$ cat src/rtl/scan_chain_ctrl.sv
// scan_chain_ctrl: sequences one load/capture/unload pass over a mux-D scan chain
module scan_chain_ctrl #(
    parameter int CHAIN_LEN  = 32,
    parameter int CAP_CYCLES = 1,
    parameter int CNT_W      = 6
) (
    input  logic                 CK,
    input  logic                 RB,
    input  logic                 start,
    input  logic                 abort,
    input  logic [CHAIN_LEN-1:0] pattern,
    input  logic                 scan_so,
    output logic                 scan_sel,
    output logic                 scan_td,
    output logic                 busy,
    output logic                 done,
    output logic                 aborted,
    output logic [CHAIN_LEN-1:0] resp
);
    typedef enum logic [1:0] {IDLE, LOAD, CAPT, UNLOAD} state_t;
    localparam logic [CNT_W-1:0] SHIFT_LAST = CNT_W'(CHAIN_LEN - 1);
    localparam logic [CNT_W-1:0] CAPT_LAST  = CNT_W'(CAP_CYCLES - 1);
    state_t               state;
    logic [CHAIN_LEN-1:0] pat_sr;
    logic [CNT_W-1:0]     cnt;
    // pat_sr holds the bits still to be driven; scan_td is registered one bit ahead
    always_ff @(posedge CK or negedge RB) begin
        if (!RB) begin
            state    <= IDLE;
            scan_sel <= 1'b0;
            scan_td  <= 1'b0;
            busy     <= 1'b0;
            done     <= 1'b0;
            aborted  <= 1'b0;
            resp     <= '0;
            pat_sr   <= '0;
            cnt      <= '0;
        end else begin
            done    <= 1'b0;
            aborted <= 1'b0;
            if (abort && state != IDLE) begin
                state    <= IDLE;
                scan_sel <= 1'b0;
                scan_td  <= 1'b0;
                busy     <= 1'b0;
                aborted  <= 1'b1;
                cnt      <= '0;
            end else begin
                case (state)
                    IDLE: if (start && !abort) begin
                        pat_sr   <= pattern >> 1;
                        scan_td  <= pattern[0];
                        scan_sel <= 1'b1;
                        busy     <= 1'b1;
                        resp     <= '0;
                        cnt      <= '0;
                        state    <= LOAD;
                    end
                    LOAD: begin
                        pat_sr <= pat_sr >> 1;
                        if (cnt == SHIFT_LAST) begin
                            cnt      <= '0;
                            scan_sel <= 1'b0;
                            scan_td  <= 1'b0;
                            state    <= CAPT;
                        end else begin
                            cnt     <= cnt + 1'b1;
                            scan_td <= pat_sr[0];
                        end
                    end
                    CAPT: if (cnt == CAPT_LAST) begin
                        cnt      <= '0;
                        scan_sel <= 1'b1;
                        state    <= UNLOAD;
                    end else begin
                        cnt <= cnt + 1'b1;
                    end
                    UNLOAD: begin
                        resp <= {scan_so, resp[CHAIN_LEN-1:1]};
                        if (cnt == SHIFT_LAST) begin
                            cnt      <= '0;
                            scan_sel <= 1'b0;
                            busy     <= 1'b0;
                            done     <= 1'b1;
                            state    <= IDLE;
                        end else begin
                            cnt <= cnt + 1'b1;
                        end
                    end
                    default: state <= IDLE;
                endcase
            end
        end
    end
endmodule

$ cat config.mk
export PLATFORM = sky130hd
export DESIGN_NAME = scan_chain_ctrl
export DESIGN_NICKNAME = d
export VERILOG_FILES = /design/src/rtl/scan_chain_ctrl.sv
export SDC_FILE = /design/constraint.sdc
export NUM_CORES = 1
export LEC_CHECK = 0
export BUFFER_PORTS_ARGS = -buffer_cell sky130_fd_sc_hd__buf_2
export CAP_MARGIN = 0
export CORE_AREA = 2 2 112 114
export CTS_CLUSTER_SIZE = 28
export DETAILED_ROUTE_END_ITERATION = 12
export DIE_AREA = 0 0 114 116
export PLACE_DENSITY_LB_ADDON = 0.25
export SYNTH_ARGS = -nofsm -noshare
export SYNTH_HDL_FRONTEND = slang
export SYNTH_SLANG_ARGS = --single-unit
export TNS_END_PERCENT = 10
$ cat constraint.sdc
create_clock -name CK -period 2 [get_ports CK]
set_input_delay 0.2 -clock CK [delete_from_list [all_inputs] [get_ports CK]]
set_output_delay 0.2 -clock CK [all_outputs]
set_load 0.01 [all_outputs]
==> impl_summary.txt <==
----------------------------------------------------
[Outcome]
  Run status ... finished clean

[Global routing]
  Overflow left after global routing ... 0
  Largest net degree at the start of global routing ... 63
  GR met1 Demand/Resource ... 16.6%
  Number of global-route vias before repair ... 2807
  Number of antenna violations at the first check in global routing ... 0
  GRT met2 Usage ... 20.7%
  GRT Util Overall ... 13.4%
  First-pass GRT wire length ... ~14000 µm
  Global routing met3 resource utilization ... 5.02%
  Most utilized layer in the global route result ... met2

[Timing]
  Clock period minus final worst setup slack ... 1.93 ns
  Skew final ... 0.00729 ns
  Post-route setup TNS ... 0 ns
  Tcrit/Tclk final ... 96.3%
  Setup-violating endpoint count in the final report ... 0
  Number of max-slew violations in the final report ... 0
  Achievable Freq ... 519 MHz
  Setup repair after global routing missed its margin ... true
  Hold violation count in the final report ... 0
  Headroom to the max-slew limit ... 57.5%
  Actual transition at the worst max-transition pin ... 0.637 ns

[Finish]
  Most frequent standard cell in the layout excluding fill and tap cells ... dfrtp_1
  Most used cells in the layout excluding fill and tap cells ... dfrtp_1 (76), nand2_1 (72), buf_2 (72)
  Share of final-layout standard cells stronger than drive strength 1 ... around a quarter
  Final Core Density ... 37.5%
  Number of nets in the finished design ... between 400 and 500
  Layout area overhead ... 27.1%
  Final design area excluding fillers ... around 4500 µm²

[Floorplanning]
  Floorplan die width ... 114 µm
  Core footprint ... 11900 µm²
  Die ar. ... 13200 µm²
  Die Span Y ... 116 µm
  Rows ... 40
  IO Pins ... 74
  Starting density of the core ... slightly below 30%

[Power and ir drop]
  Switching portion of total power ... 35.4%
  Reported leakage power ... 2.23 nW
  Clock Power Share ... 28.2%
  Power density relative to cell area ... between 1000 and 1500 nW/µm²
  Highest ir drop seen on vdd ... 0.000693 V
  Combinational power share ... 35.5%
  Design internal power ... approximately 3.8 mW
  Power consumption ... 5.85 mW
  Share of total power in sequential cells ... 36.3%
  Switching Power ... 2.07 mW

[Clocking]
  Clk sinks ... 76
  Clk Latency, worst-skew pair ... 0.34 ns
  H-tree Lvls ... 3
  Post-CTS setup-driven buffer insertion count ... 0
  Clock tree buffer depth ... 2
  Reg clk slew, reported paths ... ~0.06 ns
  Clock root buffer master ... clkbuf_16
  Clock tree from TritonCTS ... done
  Number of clock buffers inserted by TritonCTS ... 9

[Routing]
  Vias per cell ... between 4 and 5
  Number of nets still failing antenna checks after routing ... 0
  Wire length per cell ... 13.6 µm
  Number of iterations in the first detailed-routing pass ... 4
  Total via count after detailed routing ... approximately 2800
  Detailed-route DRC error count ... 0
  Starting DRC count in detailed routing ... about 150
  Total detailed-routing wirelength ... between 8000 and 9000 µm

[Synthesis]
  Post-synthesis average cell area ... 9.73 µm²
  Number of distinct standard cells referenced by the synthesized netlist ... 43
  Simple-gate share of the synthesized area ... 18.1%
  Synth Flop Type ... dfrtp_1
  Yosys reg bits ... 76
  Synthesized netlist net count ... around 400
  Post-synthesis sequential area ratio ... 54.1%
  Portion of netlist area occupied by mux cells ... 9.15%
  XOR/XNOR Fraction of Synth Area ... less than 1%
  Ys Warns ... 0
  Number of synthesized flops with an enable pin ... 0
  Main combinational cell family by area after synthesis ... simple AND/OR/NAND/NOR gates
  Post-Synthesis Cells ... around 360
  Summed instance area of the synthesized netlist ... 3510 µm²
  Adder and majority gate portion of the synthesized area ... 2.14%
  Compound-Gate Fraction of Synth Area ... 12.1%
  Synth async-reset ratio ... 100%

[Setup path]
  Capture point of the worst reg-to-reg path ... cnt[3]$_DFFE_PN0P_
  Required time worst endpoint ... between 2 and 2.5 ns
  Flop-to-flop setup slack ... 0.07 ns
  Launch instance of the worst register-to-register path ... cnt[0]$_DFFE_PN0P_
  CP Max Fanout ... 7
  Classification of the worst setup path ... reg -> reg
  Depth of the worst register-to-register path ... 6
  Category of the worst setup path launch point ... flip-flop
  Crit end category ... flip-flop
  Arrival time at the worst endpoint ... 2.15 ns

[Place]
  Detail Placement HPWL ... 5230 µm
  Standard cell area after detailed placement ... 4130 µm²
  Routability cong. ... 0.759
  Input/output buffers ... 73

[Worst hold path]
  Worst Hold Class ... in -> reg
  Launch point of the worst hold path ... scan_so
  Worst Hold Path EP ... resp[31]$_DFFE_PN0P_
  Hold depth ... 3

[Job]
  Number of maximum-capacitance violations ... 0

----------------------------------------------------
==> logic make-up after synthesis <==
kind of cell             after synthesis
multiplexers                          32
AO/OA/AOI/OAI                         64
adder cells (fa/ha/maj)                6
buffers and inverters                 33
flip-flops                            76
XOR/XNOR                               1
AND/OR/NAND/NOR                      149
==> final cells by class <==
class	instances	area (µm²)
antenna	1	2.50
clock buffer	9	225
clock inverter	7	73.8
fill	1241	7440
inverter	11	41.3
multi-input combinational	252	1520
sequential	76	1900
tap	147	184
timing repair buffer	84	515
==> worst max-delay path: stages (launching register included) <==
cell and delay, ns:
dfrtp_1 0.40, inv_2 0.07, ha_1 0.13, or4b_4 0.48
o21ai_4 0.29, a21oi_4 0.12, a221o_1 0.31
==> worst max-delay path by stage <==
stage / from / end / slack [ns]
finish: cnt[0]$_DFFE_PN0P_ / cnt[3]$_DFFE_PN0P_ / 0.07
global route: cnt[1]$_DFFE_PN0P_ / cnt[5]$_DFFE_PN0P_ / -0.03
CTS: cnt[0]$_DFFE_PN0P_ / cnt[3]$_DFFE_PN0P_ / 0.04
detailed placement: cnt[0]$_DFFE_PN0P_ / cnt[3]$_DFFE_PN0P_ / 0.05
global placement: cnt[0]$_DFFE_PN0P_ / cnt[3]$_DFFE_PN0P_ / 0.1
floorplan: state[1]$_DFFE_PN0P_ / pat_sr[10]$_DFFE_PN0P_ / 0.17
==> per-layer routing <==
| layer | vias to the layer above | routed length (µm) |
|---|---|---|
| met5 | - | 0 |
| met4 | 0 | 123 |
| met3 | 8 | 565 |
| met2 | 59 | 3610 |
| met1 | 1313 | 3720 |
| li1 | 1387 | - |
==> Yosys cell counts (all sizes together) (2+ instances only) <==
cell | count | area [µm²]
o21ai | 6 | 33.8
dfrtp | 76 | 1900
buf | 3 | 21.3
mux2i | 31 | 310
inv | 11 | 41.3
ha | 6 | 75.1
clkbuf | 19 | 81.3
nand2 | 72 | 270
a2111oi | 2 | 17.5
a21oi | 36 | 184
o221ai | 2 | 17.5
a211oi | 3 | 27.5
a22o | 2 | 18.8
nor2 | 34 | 128
nand3 | 34 | 170
a221o | 4 | 40.0
==> registers in the layout, indices dropped and copies added, names as in the netlist <==
| register | cells |
|---|---|
| scan_td | 1 |
| resp | 32 |
| done | 1 |
| aborted | 1 |
| pat_sr | 31 |
| busy | 1 |
| cnt | 6 |
| scan_sel | 1 |
| state | 2 |
==> power groups by stage <==
stage | Sequential (mW) | Combinational, mW | Clock (mW)
floorplan | 2.12 | 1.44 | 0
global placement | 2.14 | 2.02 | 0
detailed placement | 2.15 | 2.07 | 0
CTS | 2.13 | 2.08 | 1.71
global route | 2.18 | 2.35 | 1.77
finish | 2.12 | 2.08 | 1.65
==> per-stage QoR <==
| stage | std cells | hold slack [ns] | setup slack, ns |
|---|---|---|---|
| 4_1_cts | 586 | 0.0813 | 0.0428 |
| 2_1_floorplan | 361 | -0.0956 | 0.168 |
| 5_1_grt | 586 | 0.125 | -0.0308 |
| 3_3_place_gp | 569 | 0.261 | 0.0976 |
| 3_5_place_dp | 569 | 0.264 | 0.0519 |
| 6_report | 587 | 0.0961 | 0.0749 |
==> repair_timing <==
item | 4_1_cts | 5_1_grt
endpoints found under the setup margin | 0 | 9
hold buffers | 1 | 0
endpoints found under the hold margin | 44 | 0
resized for setup | 0 | 7
(Power assumes the default switching activity.)
